File: src/rtl/adder_if.sv
// Valid/ready operand and result bundle for pipelined_adder.
interface adder_if #(
  parameter int unsigned WIDTH = 32
);
  logic             in_valid;
  logic             in_ready;
  logic [WIDTH-1:0] a;
  logic [WIDTH-1:0] b;
  logic             cin;
  logic             out_valid;
  logic             out_ready;
  logic [WIDTH-1:0] sum;
  logic             cout;
  logic             of;

  // Producer/consumer side: drives operands and downstream ready.
  modport master (
    output in_valid, a, b, cin, out_ready,
    input  in_ready, out_valid, sum, cout, of
  );

  // Adder side.
  modport slave (
    input  in_valid, a, b, cin, out_ready,
    output in_ready, out_valid, sum, cout, of
  );
endinterface

File: src/rtl/pipelined_adder.sv
// Pipelined two's-complement adder: a + b + cin -> sum, cout, of.
// The carry chain is cut into STAGES chunks of WIDTH/STAGES bits, one register
// stage per chunk, with valid/ready flow control on both sides.
// Optional feature macro: ADDER_SAT_EN (saturate sum on signed overflow).
module pipelined_adder #(
  parameter int unsigned WIDTH  = 32,
  parameter int unsigned STAGES = 4
) (
  input logic   clk,
  input logic   rst_n,
  adder_if.slave bus
);
  localparam int unsigned CHUNK = WIDTH / STAGES;

  logic [WIDTH-1:0] sum_q;
  logic             cout_q;
  logic             of_q;

  for (genvar k = 0; k < STAGES; k++) begin : g_stage
    localparam int unsigned LO = k * CHUNK;      // first operand bit added here
    localparam int unsigned RW = WIDTH - LO;     // operand bits not yet added

    logic [RW-1:0]       a_i;
    logic [RW-1:0]       b_i;
    logic                c_i;
    logic                v_i;
    logic [CHUNK:0]      part;
    logic [LO+CHUNK-1:0] s_nx;
    logic                vld;
    logic                rdy;
    logic                rdy_dn;

    // Stage inputs: bus operands for stage 0, previous stage registers otherwise.
    if (k == 0) begin : g_src
      assign a_i  = bus.a;
      assign b_i  = bus.b;
      assign c_i  = bus.cin;
      assign v_i  = bus.in_valid;
      assign s_nx = part[CHUNK-1:0];
    end else begin : g_src
      assign a_i  = g_stage[k-1].g_reg.a_q;
      assign b_i  = g_stage[k-1].g_reg.b_q;
      assign c_i  = g_stage[k-1].g_reg.c_q;
      assign v_i  = g_stage[k-1].vld;
      assign s_nx = {part[CHUNK-1:0], g_stage[k-1].g_reg.s_q};
    end

    // Downstream ready: next stage, or the consumer for the last stage.
    if (k == STAGES - 1) begin : g_dn
      assign rdy_dn = bus.out_ready;
    end else begin : g_dn
      assign rdy_dn = g_stage[k+1].rdy;
    end

    // A stage may load when empty or when its content moves on this cycle.
    assign rdy  = !vld || rdy_dn;
    assign part = {1'b0, a_i[CHUNK-1:0]} + {1'b0, b_i[CHUNK-1:0]} + (CHUNK+1)'(c_i);

    // Stage occupancy; bubbles collapse because an empty stage is always ready.
    always_ff @(posedge clk or negedge rst_n) begin
      if (!rst_n) begin
        vld <= 1'b0;
      end else if (rdy) begin
        vld <= v_i;
      end
    end

    if (k < STAGES - 1) begin : g_reg
      logic [RW-CHUNK-1:0] a_q;
      logic [RW-CHUNK-1:0] b_q;
      logic [LO+CHUNK-1:0] s_q;
      logic                c_q;

      // Partial sum, chunk carry and skewed upper operand bits.
      always_ff @(posedge clk) begin
        if (rdy) begin
          a_q <= a_i[RW-1:CHUNK];
          b_q <= b_i[RW-1:CHUNK];
          s_q <= s_nx;
          c_q <= part[CHUNK];
        end
      end
    end else begin : g_out
      logic             msb_carry;
      logic             of_nx;
      logic [WIDTH-1:0] sum_nx;

      // Carry into the MSB recovered from the MSB sum bit; overflow when it differs from cout.
      assign msb_carry = a_i[CHUNK-1] ^ b_i[CHUNK-1] ^ part[CHUNK-1];
      assign of_nx     = msb_carry ^ part[CHUNK];

`ifdef ADDER_SAT_EN
      // Clamp to the signed limit on the side of operand a's sign.
      always_comb begin
        sum_nx = s_nx;
        if (of_nx) begin
          sum_nx = a_i[CHUNK-1] ? {1'b1, {(WIDTH-1){1'b0}}} : {1'b0, {(WIDTH-1){1'b1}}};
        end
      end
`else
      assign sum_nx = s_nx;
`endif

      // Result registers; held while the consumer stalls.
      always_ff @(posedge clk or negedge rst_n) begin
        if (!rst_n) begin
          sum_q  <= '0;
          cout_q <= 1'b0;
          of_q   <= 1'b0;
        end else if (rdy) begin
          sum_q  <= sum_nx;
          cout_q <= part[CHUNK];
          of_q   <= of_nx;
        end
      end

      assign bus.out_valid = vld;
    end
  end

  assign bus.in_ready = g_stage[0].rdy;
  assign bus.sum      = sum_q;
  assign bus.cout     = cout_q;
  assign bus.of       = of_q;
endmodule
File: src/flat_wrapper.sv
// flat-port wrapper written by rule: the top's interface ports become plain ports
module pipelined_adder_flat 
#(
  parameter int unsigned WIDTH  = 32,
  parameter int unsigned STAGES = 4
)
  (clk, rst_n, bus_in_valid, bus_a, bus_b, bus_cin, bus_out_ready, bus_in_ready, bus_out_valid, bus_sum, bus_cout, bus_of);
  adder_if #(.WIDTH(WIDTH)) bus_i ();
  input logic clk;
  input logic rst_n;
  input wire logic [$bits(bus_i.in_valid)-1:0] bus_in_valid;
  input wire logic [$bits(bus_i.a)-1:0] bus_a;
  input wire logic [$bits(bus_i.b)-1:0] bus_b;
  input wire logic [$bits(bus_i.cin)-1:0] bus_cin;
  input wire logic [$bits(bus_i.out_ready)-1:0] bus_out_ready;
  output wire logic [$bits(bus_i.in_ready)-1:0] bus_in_ready;
  output wire logic [$bits(bus_i.out_valid)-1:0] bus_out_valid;
  output wire logic [$bits(bus_i.sum)-1:0] bus_sum;
  output wire logic [$bits(bus_i.cout)-1:0] bus_cout;
  output wire logic [$bits(bus_i.of)-1:0] bus_of;
  assign bus_i.in_valid = bus_in_valid;
  assign bus_i.a = bus_a;
  assign bus_i.b = bus_b;
  assign bus_i.cin = bus_cin;
  assign bus_i.out_ready = bus_out_ready;
  assign bus_in_ready = bus_i.in_ready;
  assign bus_out_valid = bus_i.out_valid;
  assign bus_sum = bus_i.sum;
  assign bus_cout = bus_i.cout;
  assign bus_of = bus_i.of;
  pipelined_adder #(.WIDTH(WIDTH), .STAGES(STAGES)) u_core (.clk(clk), .rst_n(rst_n), .bus(bus_i));
endmodule
File: config.mk
export PLATFORM = sky130hd
export DESIGN_NAME = pipelined_adder_flat
export DESIGN_NICKNAME = d
export VERILOG_FILES = /design/src/rtl/adder_if.sv /design/src/rtl/pipelined_adder.sv /design/src/flat_wrapper.sv
export SDC_FILE = /design/constraint.sdc
export NUM_CORES = 1
export LEC_CHECK = 0
export CORE_MARGIN = 3
export CORE_UTILIZATION = 53
export CTS_BUF_LIST = sky130_fd_sc_hd__clkbuf_2 sky130_fd_sc_hd__clkbuf_4 sky130_fd_sc_hd__clkbuf_8
export DETAILED_ROUTE_END_ITERATION = 12
export MAX_ROUTING_LAYER = met4
export PLACE_DENSITY = 0.76
export SETUP_SLACK_MARGIN = 0.4
export SLEW_MARGIN = 20
export SYNTH_ARGS = -nofsm -noshare
export SYNTH_HDL_FRONTEND = slang
export SYNTH_SLANG_ARGS = --single-unit
File: constraint.sdc
create_clock -name clk -period 3.9 [get_ports clk]
set_input_delay 0.585 -clock clk [delete_from_list [all_inputs] [get_ports clk]]
set_output_delay 0.585 -clock clk [all_outputs]
set_load 0.1 [all_outputs]
==> summary.txt <==
Run status
  • Status: finished clean

Global routing
  • Vias in the first global route: 3,919
  • GRT overflow: 0
  • Largest net degree at the start of global routing: 43
  • Global-route wire length before repair: 18,110 um
  • Initial antenna violation count: 0
  • Gr usage total: 0.1683

Clock tree
  • CTS clk-pin slew, worst paths: 0.09 ns
  • Root Driver: clkbuf_8
  • Clk sinks: 185
  • CTS Hold Bufs: 0
  • Bufs on Longest Clock Path: 2
  • Setup Buffers After CTS: 0
  • CTS Buf Count: 17
  • # resized after CTS: 0
  • CTS tree: yes
  • Htree depth: 4
  • Worst-skew pair later-pin latency: 0.44 ns

Synthesis
  • Largest cells by area after synthesis: edfxtp_1, dfrtp_1, ha_1, nand2_1, fa_1
  • Synth warn: 0
  • Post-Synthesis Cells: 440
  • Register bit total from synthesis: 185
  • Synth cell count leaders: edfxtp_1, nand2_1, dfrtp_1
  • Syn_nets: 545
  • Cell area after synthesis: approximately 7000 um2
  • Top-count cell post-synth: edfxtp_1
  • Post-synth EDFFs: 147
  • Synth unique cells: 26
  • Seq/Total Area, Yosys: 0.7624
  • Async SR Flop Fraction: 0.2054
  • Cell taking the most area after synthesis: edfxtp_1
  • Syn_area_per_cell: ~16 um2
  • Post-synth top flop: edfxtp_1
  • Share of the synthesized area in the top cell type: 0.6273

Floorplanning
  • Row count: 41
  • Die height: 121.2 um
  • Starting Density: 0.5487
  • Core box area: 12,820 um2
  • Ports: 105
  • Die X: between 100 and 150 um
  • Die Footprint: 14,700 um2

Final layout
  • ANT cells: 0
  • Sequential Area: 5369 um2
  • Design area: 8681 um2
  • Area growth syn-to-layout: 23.36%
  • Proportion of layout cells with a drive suffix above 1: 0.08000
  • Multi-input logic area: roughly 1600 um2
  • Nets: 667
  • Filler cell count: 926

STA
  • Slew @ Worst Pin: 1.031 ns
  • Setup violators final: 0
  • Fmax: 0.3726 GHz
  • Fin crit period: 2.684 ns
  • Worst slew margin: 0.3103
  • Period utilisation layout: 0.6881
  • Fin. max-slew vios: 0
  • Final hold violation count: 0
  • RSZ-0062 raised after global routing: false
  • Clock Skew: 0.008897 ns

Power and ir drop
  • Power Density: between 600 and 700 nW/um2
  • Clock power share: 0.194
  • Leakage: 0.003483 uW
  • Switch Pwr: about 2100 uW
  • Switching part of the total: 0.3685
  • VDD IR max: ~270 uV
  • Cell-internal power: around 3600 uW
  • Tot Pwr: roughly 5700 uW
  • Combinational share of power: 0.321
  • Sequential fraction of design power: 0.485

Worst setup path
  • Reg-to-reg setup timing slack: about 1.4 ns
  • Reg2reg start: u_core.g_stage[1].g_reg.c_q
  • Worst EP required: 4.10 ns
  • CP arrival: roughly 2.9 ns
  • Worst r2r path cells: 7
  • CP Capture Type: register
  • CP Launch Point: bus_cin
  • CP Class: input pin to register
  • Crit path max fanout: 3
  • Startpoint type of the worst setup path: input pin

Detailed routing
  • Drt drc: 0
  • DRT antenna net count: 0
  • DR pass1 iterations: 6
  • Via-per-instance ratio: 4.997
  • DR WL/cell: 14.81 um
  • 1st-iter DRT viols: roughly 220
  • Vias: approximately 3,700
  • DRT Wirelength: ~11,000 um

Placement
  • Placed inst area: ~8300 um2
  • IO Port Bufs: 104
  • Hpwl dp: approximately 8000 um
  • RD Place Congestion: 0.8175

Job
  • # Max-Cap Violations: 0

Worst hold path
  • Hold Path Class: input pin to async pin
layout by cell type (no fill, tap or decap), types with 6 or more instances in the layout:
master,n
clkdlybuf4s50_1,102
nand2_1,84
inv_1,6
clkbuf_8,19
o21bai_1,8
edfxtp_1,147
buf_4,7
xnor2_1,11
nor2_1,15
ha_1,28
a21o_1,16
a21oi_1,20
xor2_1,10
fa_1,8
o21ai_0,11
dfrtp_1,37
cells by family after synthesis:
logic type               count (synthesis)  synth area share
AO/OA/AOI/OAI                           69           0.06508
XOR/XNOR                                21           0.02614
adder cells (fa/ha/maj)                 36           0.07255
buffers and inverters                   14          0.007468
flip-flops                             185            0.7624
AND/OR/NAND/NOR                        115           0.06632
layer usage:
| layer | part of all wire | GRT usage |
|---|---|---|
| met5 | 0 | - |
| met4 | 0.013 | 0.05322 |
| met3 | 0.045 | 0.05082 |
| met2 | 0.56 | 0.3084 |
| met1 | 0.38 | 0.1726 |
power groups by stage:
stage	logic, uW	clock network, uW	registers (uW)
global route	1920	1220	2790
detailed placement	1820	0	2800
floorplan	484	0	3630
finish	1820	1090	2750
global placement	1790	0	2780
CTS	1830	1140	2750
through the flow:
step           instances  setup TNS, ns  utilization  hold slack (ns)  setup WS [ns]
3_5_place_dp         715              0       0.6499           0.4045         0.7550
6_report             747              0       0.6769           0.2464          1.216
5_1_grt              747              0       0.6769           0.2825          1.159
4_1_cts              747              0       0.6769           0.2414          1.254
3_3_place_gp         715              0       0.6499           0.4010         0.8346
2_1_floorplan        440         -42.66            -           0.2894        -0.7425
critical path: stages:
cell and delay, ns:
clkdlybuf4s50_1 0.43, fa_1 0.47, fa_1 0.41, a21o_1 0.20
a21oi_1 0.26, o21ai_0 0.16, a21o_1 0.20, a21o_1 0.16
sequential cells by signal, summed over array words and instances (netlist names):
signal                    count
u_core.g_stage.g_reg.a_q     48
u_core.g_stage.g_reg.s_q     48
u_core.bus.cout               1
u_core.g_stage.g_reg.b_q     48
u_core.g_stage.g_reg.c_q      3
u_core.bus.of                 1
u_core.bus.sum               32
u_core.bus.out_valid          1
u_core.g_stage.vld            3
layout make-up:
cell class	count	share of cell area
sequential	185	0.6185
multi-input combinational	241	0.1877
tap	172	0.02479
inverter	6	0.002594
timing repair buffer	111	0.1265
clock inverter	12	0.008936
clock buffer	20	0.03099
final timing paths:
check / end
min in group clk: u_core.g_stage[1].g_reg.b_q[1]
hold / removal: u_core.bus.sum[25]
setup / recovery: u_core.g_stage[0].g_reg.c_q
hold reg to reg: u_core.g_stage[1].g_reg.b_q[1]
max in group asynchronous: u_core.bus.out_valid
setup reg to reg: u_core.g_stage[2].g_reg.c_q
Power figures use the tool's default switching activity.
